[config.mk]
export PLATFORM = sky130hd
export DESIGN_NAME = fetch_queue_unit
export DESIGN_NICKNAME = d
export VERILOG_FILES = /design/src/rtl/fetch_pkg.sv /design/src/rtl/fetch_fifo.sv /design/src/rtl/fetch_queue_unit.sv
export SDC_FILE = /design/constraint.sdc
export NUM_CORES = 1
export LEC_CHECK = 0
export BUFFER_PORTS_ARGS = -buffer_cell sky130_fd_sc_hd__buf_2
export CAP_MARGIN = 20
export CORE_MARGIN = 5
export CORE_UTILIZATION = 25
export CTS_CLUSTER_DIAMETER = 200
export CTS_CLUSTER_SIZE = 16
export DETAILED_ROUTE_END_ITERATION = 16
export GPL_ROUTABILITY_DRIVEN = 0
export PLACE_DENSITY_LB_ADDON = 0.08
export SYNTH_ARGS = -nofsm -noshare
export SYNTH_HDL_FRONTEND = slang
export SYNTH_HIERARCHICAL = 1
export SYNTH_SLANG_ARGS = --single-unit
[constraint.sdc]
create_clock -name clk -period 3.3 [get_ports clk]
set_clock_uncertainty 0.1 [all_clocks]
set_input_delay 0.66 -clock clk [delete_from_list [all_inputs] [get_ports clk]]
set_output_delay 0.66 -clock clk [all_outputs]
set_load 0.005 [all_outputs]
[src/rtl/fetch_pkg.sv]
// rtl/fetch_pkg.sv - shared defaults, entry type and opcode helper for the fetch stage
package fetch_pkg;

  localparam int unsigned     INSN_W_DEF = 16;
  localparam int unsigned     ADDR_W_DEF = 16;
  localparam logic [1:0]      BR_OPC_DEF = 2'b01;
  localparam logic [INSN_W_DEF-1:0] NOP_DEF = '0;

  // Queue entry layout at the default widths; the top declares its own
  // parameter-sized copy with the same field order.
  typedef struct packed {
    logic [ADDR_W_DEF-1:0] pc;
    logic [INSN_W_DEF-1:0] insn;
  } fetch_entry_t;

  // Two-bit opcode field at the top of an insn_w-wide instruction.
  // The instruction is passed zero-extended to 64 bits.
  function automatic logic [1:0] opc_field(input logic [63:0] insn, input int unsigned insn_w);
    logic [63:0] shifted;
    shifted = insn >> (insn_w - 2);
    return shifted[1:0];
  endfunction

endpackage

[src/rtl/fetch_fifo.sv]
// rtl/fetch_fifo.sv - synchronous prefetch FIFO with flush and occupancy count
module fetch_fifo #(
  parameter int unsigned WIDTH = 32,
  parameter int unsigned DEPTH = 4,
  localparam int unsigned PW   = $clog2(DEPTH),
  localparam int unsigned CW   = PW + 1
) (
  input  logic             clk,
  input  logic             rst,
  input  logic             push,
  input  logic             pop,
  input  logic             flush,
  input  logic [WIDTH-1:0] wdata,
  output logic [WIDTH-1:0] rdata,
  output logic             full,
  output logic             empty,
  output logic [CW-1:0]    count
);

  logic [WIDTH-1:0] mem [DEPTH];
  logic [PW-1:0]    wr_ptr;
  logic [PW-1:0]    rd_ptr;
  logic             do_push;
  logic             do_pop;

  assign full    = (count == CW'(DEPTH));
  assign empty   = (count == '0);
  assign do_push = push && !full;
  assign do_pop  = pop && !empty;
  assign rdata   = mem[rd_ptr];

  // Pointer and occupancy tracking; flush empties the queue in one edge.
  always_ff @(posedge clk or posedge rst) begin
    if (rst) begin
      wr_ptr <= '0;
      rd_ptr <= '0;
      count  <= '0;
    end else if (flush) begin
      wr_ptr <= '0;
      rd_ptr <= '0;
      count  <= '0;
    end else begin
      if (do_push) wr_ptr <= wr_ptr + 1'b1;
      if (do_pop)  rd_ptr <= rd_ptr + 1'b1;
      if (do_push && !do_pop)      count <= count + CW'(1);
      else if (!do_push && do_pop) count <= count - CW'(1);
    end
  end

  // Entry storage; contents need no reset because count gates visibility.
  always_ff @(posedge clk) begin
    if (do_push && !flush) mem[wr_ptr] <= wdata;
  end

endmodule

[src/rtl/fetch_queue_unit.sv]
// rtl/fetch_queue_unit.sv - instruction fetch stage: PC, branch park and prefetch queue
module fetch_queue_unit
  import fetch_pkg::*;
#(
  parameter int unsigned       INSN_W   = 16,
  parameter int unsigned       ADDR_W   = 16,
  parameter int unsigned       QDEPTH   = 4,
  parameter logic [1:0]        BR_OPC   = BR_OPC_DEF,
  parameter logic [ADDR_W-1:0] RESET_PC = '0,
  parameter logic [INSN_W-1:0] NOP      = '0
) (
  input  logic              clk,
  input  logic              rst,
  output logic              rom_en,
  output logic [ADDR_W-1:0] rom_addr,
  input  logic [INSN_W-1:0] rom_rdata,
  input  logic              redirect,
  input  logic [ADDR_W-1:0] redirect_pc,
  output logic              insn_valid,
  input  logic              insn_ready,
  output logic [INSN_W-1:0] insn,
  output logic [ADDR_W-1:0] insn_pc,
  output logic              br_wait
);

  localparam int unsigned CNT_W = $clog2(QDEPTH) + 1;

  typedef struct packed {
    logic [ADDR_W-1:0] pc;
    logic [INSN_W-1:0] insn;
  } entry_t;

  logic [ADDR_W-1:0] pc;
  logic              push;
  logic              pop;
  logic              full;
  logic              empty;
  logic              is_br;
  entry_t            wr_entry;
  entry_t            head;
  logic [CNT_W-1:0]  q_count_unused;

  // A redirect cycle neither fetches nor consumes: the flush wins.
  assign rom_en   = !rst && !br_wait && !full && !redirect;
  assign rom_addr = pc;
  assign push     = rom_en;
  assign pop      = !empty && insn_ready && !redirect;
  assign is_br    = (opc_field(64'(rom_rdata), INSN_W) == BR_OPC);

  assign wr_entry.pc   = pc;
  assign wr_entry.insn = rom_rdata;

  assign insn_valid = !empty;
  assign insn       = insn_valid ? head.insn : NOP;
  assign insn_pc    = insn_valid ? head.pc   : '0;

  // PC advance and branch park; redirect reloads the PC and unparks.
  always_ff @(posedge clk or posedge rst) begin
    if (rst) begin
      pc      <= RESET_PC;
      br_wait <= 1'b0;
    end else if (redirect) begin
      pc      <= redirect_pc;
      br_wait <= 1'b0;
    end else if (push) begin
      pc <= pc + 1'b1;
      if (is_br) br_wait <= 1'b1;
    end
  end

  fetch_fifo #(
    .WIDTH (ADDR_W + INSN_W),
    .DEPTH (QDEPTH)
  ) u_fifo (
    .clk   (clk),
    .rst   (rst),
    .push  (push),
    .pop   (pop),
    .flush (redirect),
    .wdata (wr_entry),
    .rdata (head),
    .full  (full),
    .empty (empty),
    .count (q_count_unused)
  );

endmodule

Yosys cells after proc, flatten, opt, wreduce, memory -nomap -nowiden. Memories as Yosys holds them, arrays and structs flattened. Cells that the tools add are included.

Muxes and demuxes: 16. Equal/unequal tests: 2. Reductions and logical operators: 24. $add $sub $neg: 5.

Operators with widths (count): $mux W16 (4); $add A16 B1 Y16 const B (1); $logic_and A1 B1 Y1 (10); $mux W3 (3); $mux W2 (4); $reduce_bool A2 Y1 (4); $logic_not A1 Y1 (7); $mux W1 (5); $add A2 B1 Y2 const B (2); $add A3 B1 Y3 const B (1); $eq A3 B3 Y1 const B (1); $logic_not A3 Y1 (1); $reduce_bool A3 Y1 (1); $sub A3 B1 Y3 const B (1); $eq A2 B1 Y1 const B (1); $reduce_and A2 Y1 (1).

Output and inout port bits: 51. Input port bits: 36. RAM bits: 128. Memories kept: 1. Register bits after elaboration: 24.

Memories: u_fifo.mem (words 4, width 32, read ports 1, clocked after memory_dff 0, write ports 1, line fetch_fifo.sv:20) `logic [WIDTH-1:0] mem [DEPTH];`.

Longest topological paths before layout.
Word-level depth: 10. Gate-level depth with buffers: 11. Gate-level depth less buffers: 9.

Hierarchy. Netlist, hierarchy kept.

Modules (own cells, without submodules): fetch_fifo (area an instance 5191.2 sq um, times used 1, cells each 233); fetch_queue_unit (area an instance 1158.6 sq um, times used 1, cells each 141).

Least setup slack after synthesis. OpenSTA, ideal clock, no wires.

Path kind: input-to-reg. Start: input redirect. End: memory u_fifo.mem[2][0] (enable). Arrival: 2658 ps. Slack: 150 ps. Stages: 6. Data required time: 2808 ps. Library setup time: 392 ps. Cells stage by stage: clkbuf_1 nor4_1 clkbuf_1 inv_1 nor3_1 and2_1.

Cells in the longest elaborated chain, start to end: 6.

Ends and longest elaborated chain: start, declared (line fetch_queue_unit.sv:17) `input logic redirect,`; $logic_not A1 Y1 (line fetch_queue_unit.sv:44) `assign rom_en = !rst && !br_wait && !full && !redirect;`; $logic_and A1 B1 Y1 (line fetch_queue_unit.sv:44); net rom_en (line fetch_queue_unit.sv:14) `output logic rom_en,`; $logic_and A1 B1 Y1 (line fetch_fifo.sv:28) `assign do_push = push && !full;`; $logic_and A1 B1 Y1 (line fetch_fifo.sv:52) `if (do_push && !flush) mem[wr_ptr] <= wdata;`; $mux W1 (line fetch_fifo.sv:52); $mux W1 (not written as such) (line fetch_fifo.sv:52); end, declared (line fetch_fifo.sv:20).

The timed path passes the listed nets, and every way through them passes these cells.

Worst setup path in the final report.
Start: register u_fifo.count[2]. End: register u_fifo.count[2].

Elaborated cells on any way between the ends: 20.

RTL lines: start, declared (line fetch_fifo.sv:17) `output logic [CW-1:0] count`; start signal, assigned (line fetch_fifo.sv:45) `if (do_push && !do_pop) count <= count + CW'(1);`; start signal, assigned (line fetch_fifo.sv:46) `else if (!do_push && do_pop) count <= count - CW'(1);`; $eq A3 B3 Y1 * (line fetch_fifo.sv:26) `assign full = (count == CW'(DEPTH));`; net full (line fetch_queue_unit.sv:36) `logic full;`; $logic_not A1 Y1 * (line fetch_fifo.sv:28, fetch_queue_unit.sv:44); $logic_and A1 B1 Y1 (2 in series) (line fetch_queue_unit.sv:44); $logic_and A1 B1 Y1 * (line fetch_fifo.sv:28); $logic_and A1 B1 Y1 / $logic_not A1 Y1 (equally long branches) (line fetch_fifo.sv:45, fetch_fifo.sv:46); $mux W3 / $logic_and A1 B1 Y1 (equally long branches) (line fetch_fifo.sv:45, fetch_fifo.sv:46); $mux W3 / $reduce_bool A3 Y1 (equally long branches).

The timed path passes the listed nets; every way through them passes the cells marked *. The select of a mux whose other input is x is not followed. A chain may end at the register's enable or synchronous reset.

==> impl_metrics.tcl <==
set metrics [dict create \
    area_growth_pct 23.1 \
    io_buffers 86 \
    firstDrtPassIters 4 \
    fin_crit_ps 2810 \
    required_ps 3550 \
    cpMaxStageDelayCell "dfrtp_1" \
    path_depth 9 \
    power_frac_seq_pct 49.3 \
    p_clk_share_pct 40.9 \
    cts_hold_buf 0 \
    instances_no_fill 811 \
    cts_tree "built" \
    drive_gt1_share_pct 36.2 \
    grt_max_degree 36 \
    crit_buf_inv 2 \
    synth_area_um2 6350 \
    syn_nets 416 \
    use_met1_pct 14.5 \
    timing.final.crit_share_pct 85.1 \
    n_fill_cell 2556 \
    dp_hpwl_mm 9.86 \
    grt_pass1_wl_mm 23.5 \
    vias 3501 \
    vdd_drop_max_mv 0.316 \
    grt_use_total_pct 10.9 \
    avgSynthCellArea_um2 17.0 \
    ys_types 46 \
    die_h_um 169 \
    ys_warn_count 6 \
    htreeDepth 4 \
    drc 0 \
    synth_edf_count 128 \
    post_cts_buffers 0 \
    power_leakage_uw 0.00274 \
    worstPathArrival_ps 3060 \
    clkLatencyLatePin_ps 410 \
    ys_seq_elements 152 \
    fin_ws_ps 493 \
    intPower_uw 3460 \
    critPathTopFamily "simple AND/OR/NAND/NOR gates" \
    seq_area_um2 4450 \
    die_area_um2 28700 \
    power_density_nw_per_um2 580 \
    seq_area_frac_synth_pct 70.0 \
    p_sw_uw 1080 \
    timing.hold.ws_ps 131 \
    async_flop_share_pct 15.8 \
    reg2reg_depth 9 \
    post-route-cell-area_um2 7810 \
    cts_buffers 17 \
    cp_cell_sequence "or3b_1 > inv_2 > nor4_1 > buf_4 > and3_1 > fa_1 > and4bb_2 > a311oi_1 > o311a_1" \
    endpoint_kind "flop" \
    holdCritPathClass "in -> async" \
    placed_area_um2 7250 \
    gr-usage-met3_pct 3.07 \
    root_buffer "clkbuf_16" \
    routed_wirelength_mm 15.2 \
    slew_viol_final 0 \
    met2_usage_pct 17.4 \
    placementRows 58 \
    antenna_found_initial 0 \
    diodes 0 \
    status "completed" \
    fin_tns_setup_ps 0 \
    combPwrFrac_pct 9.8 \
    vias_per_cell 4.32 \
    rsz0062_at_grt "false" \
    drtIter0Drc 153 \
    slowest_delay_ps 510 \
    cap_violations 0 \
    setup_viol 0 \
    worst_pin_slew_ps 693 \
    coreArea_um2 25100 \
    critPathKind "reg -> reg" \
    post-place-ws_ps 491 \
    start_util_pct 25.3 \
    grt_pass1_vias 3816 \
    detail-route-antenna-nets 0 \
    dp.cells 780 \
    fmax_ghz 0.356 \
    nets 511 \
    final-hold-violation-count 0 \
    die-width_um 169 \
    avgRoutedWirePerCell_um 18.8 \
    crit_fanout 9 \
    switching_share_pct 23.7 \
    synthCells 374 \
    start_kind "flop" \
    cts_buffer_depth 2 \
    ios 87 \
    ys.flop_type "edfxtp_1" \
    grt_busiest_layer "met2" \
    clkTransAtPathRegs_ps 60 \
    multiInputGateArea_um2 1760 \
    clock-sinks 152 \
    cts_resized 0 \
    slew-limit-headroom_pct 53.7 \
    overflow 0 \
]
[power groups by stage]
stage,Clock (uW),Sequential [uW],Combinational (uW)
final,1860,2230,445
after global routing,2000,2250,510
after CTS,1920,2240,468
after detailed placement,0,2280,466
after global placement,0,2270,465
after floorplan,0,2240,255
[synthesized netlist by cell type (3+ instances only)]
cell type    n  area, um^2
nand4_1      4        25.0
inv_1       11        41.3
nor2b_1     32         200
ha_1         5        62.6
edfxtp_1   128        3840
clkbuf_1    10        37.5
dfrtp_1     24         601
nor3_1       6        30.0
and2_1       4        25.0
nor2_1      13        48.8
mux2i_1      3        30.0
buf_4        4        30.0
xnor2_1      9        78.8
o21ai_0     16        80.1
o31ai_1      4        30.0
xor2_1       5        43.8
buf_2        5        25.0
nor4_1       5        31.3
nand2_1     20        75.1
a31oi_1      4        25.0
mux4_2      32         721
[registers in the layout, indices dropped and copies added (netlist names)]
signal         cells
rom_addr          16
br_wait            1
u_fifo/wr_ptr      2
u_fifo/count       3
u_fifo/rd_ptr      2
u_fifo/mem       128
[routing by layer]
metal	vias up	part of all wire, %	wire (um)
met4	0	1.1	161
li1	1625	-	-
met3	13	5.8	882
met2	93	47	7120
met5	-	0	0
met1	1770	46	7070
[area by class of cell]
class                      count  area share [%]
timing repair buffer          97            7.53
tap                          330            5.28
inverter                      12           0.576
sequential                   152            56.9
clock buffer                  19            5.54
clock inverter                12            1.62
multi-input combinational    189            22.5
[logic make-up (layout without fill, tap and decap cells)]
group / count (synthesis) / after routing / share of synthesized area (%)
flip-flops: 152 / 152 / 70.0
AND/OR/NAND/NOR: 99 / 99 / 8.83
multiplexers: 37 / 37 / 12.2
AO/OA/AOI/OAI: 33 / 33 / 3.29
buffers and inverters: 33 / 140 / 2.42
XOR/XNOR: 14 / 14 / 1.93
adder cells (fa/ha/maj): 6 / 6 / 1.30
[worst paths after layout]
check                                                to                        start  slack, ps
max in group asynchronous      rom_addr[13]$_DFFE_PP0P_                          rst       2360
max reg2reg                 u_fifo/count[2]$_DFFE_PP0P_  u_fifo/count[2]$_DFFE_PP0P_        490
max                         u_fifo/count[2]$_DFFE_PP0P_  u_fifo/count[2]$_DFFE_PP0P_        490
min reg2reg                         br_wait$_DFFE_PP0P_          br_wait$_DFFE_PP0P_        510
min in group clk                rom_addr[3]$_DFFE_PP0P_               redirect_pc[3]        360
min                        u_fifo/wr_ptr[0]$_DFFE_PP0P_                          rst        130
[cell usage in the layout, fill, tap and decap left out, types with 3 or more instances in the layout]
cell type  Yosys  final
o21ai_0       16     16
ha_1           5      5
nor4_1         5      5
edfxtp_1     128    128
dfrtp_1       24     22
mux4_2        32     32
clkbuf_16      0     17
xnor2_1        9      9
buf_2          5     86
nor3_1         6      5
inv_1         11     11
mux2i_1        3      3
nand2_1       20     20
nand4_1        4      4
clkinv_2       0      5
a31oi_1        4      4
buf_12         0      6
and2_2         0      4
nor2b_1       32     32
buf_4          4      5
o31ai_1        4      4
xor2_1         5      5
nor2_1        13     13
[through the flow]
| stage | total power [uW] | utilization [%] |
|---|---|---|
| 2_1_floorplan | 2490 | - |
| 3_3_place_gp | 2740 | 28.9 |
| 3_5_place_dp | 2740 | 28.9 |
| 4_1_cts | 4630 | 31.1 |
| 5_1_grt | 4760 | 31.1 |
| 6_report | 4540 | 31.1 |
Power figures use the tool's default switching activity.
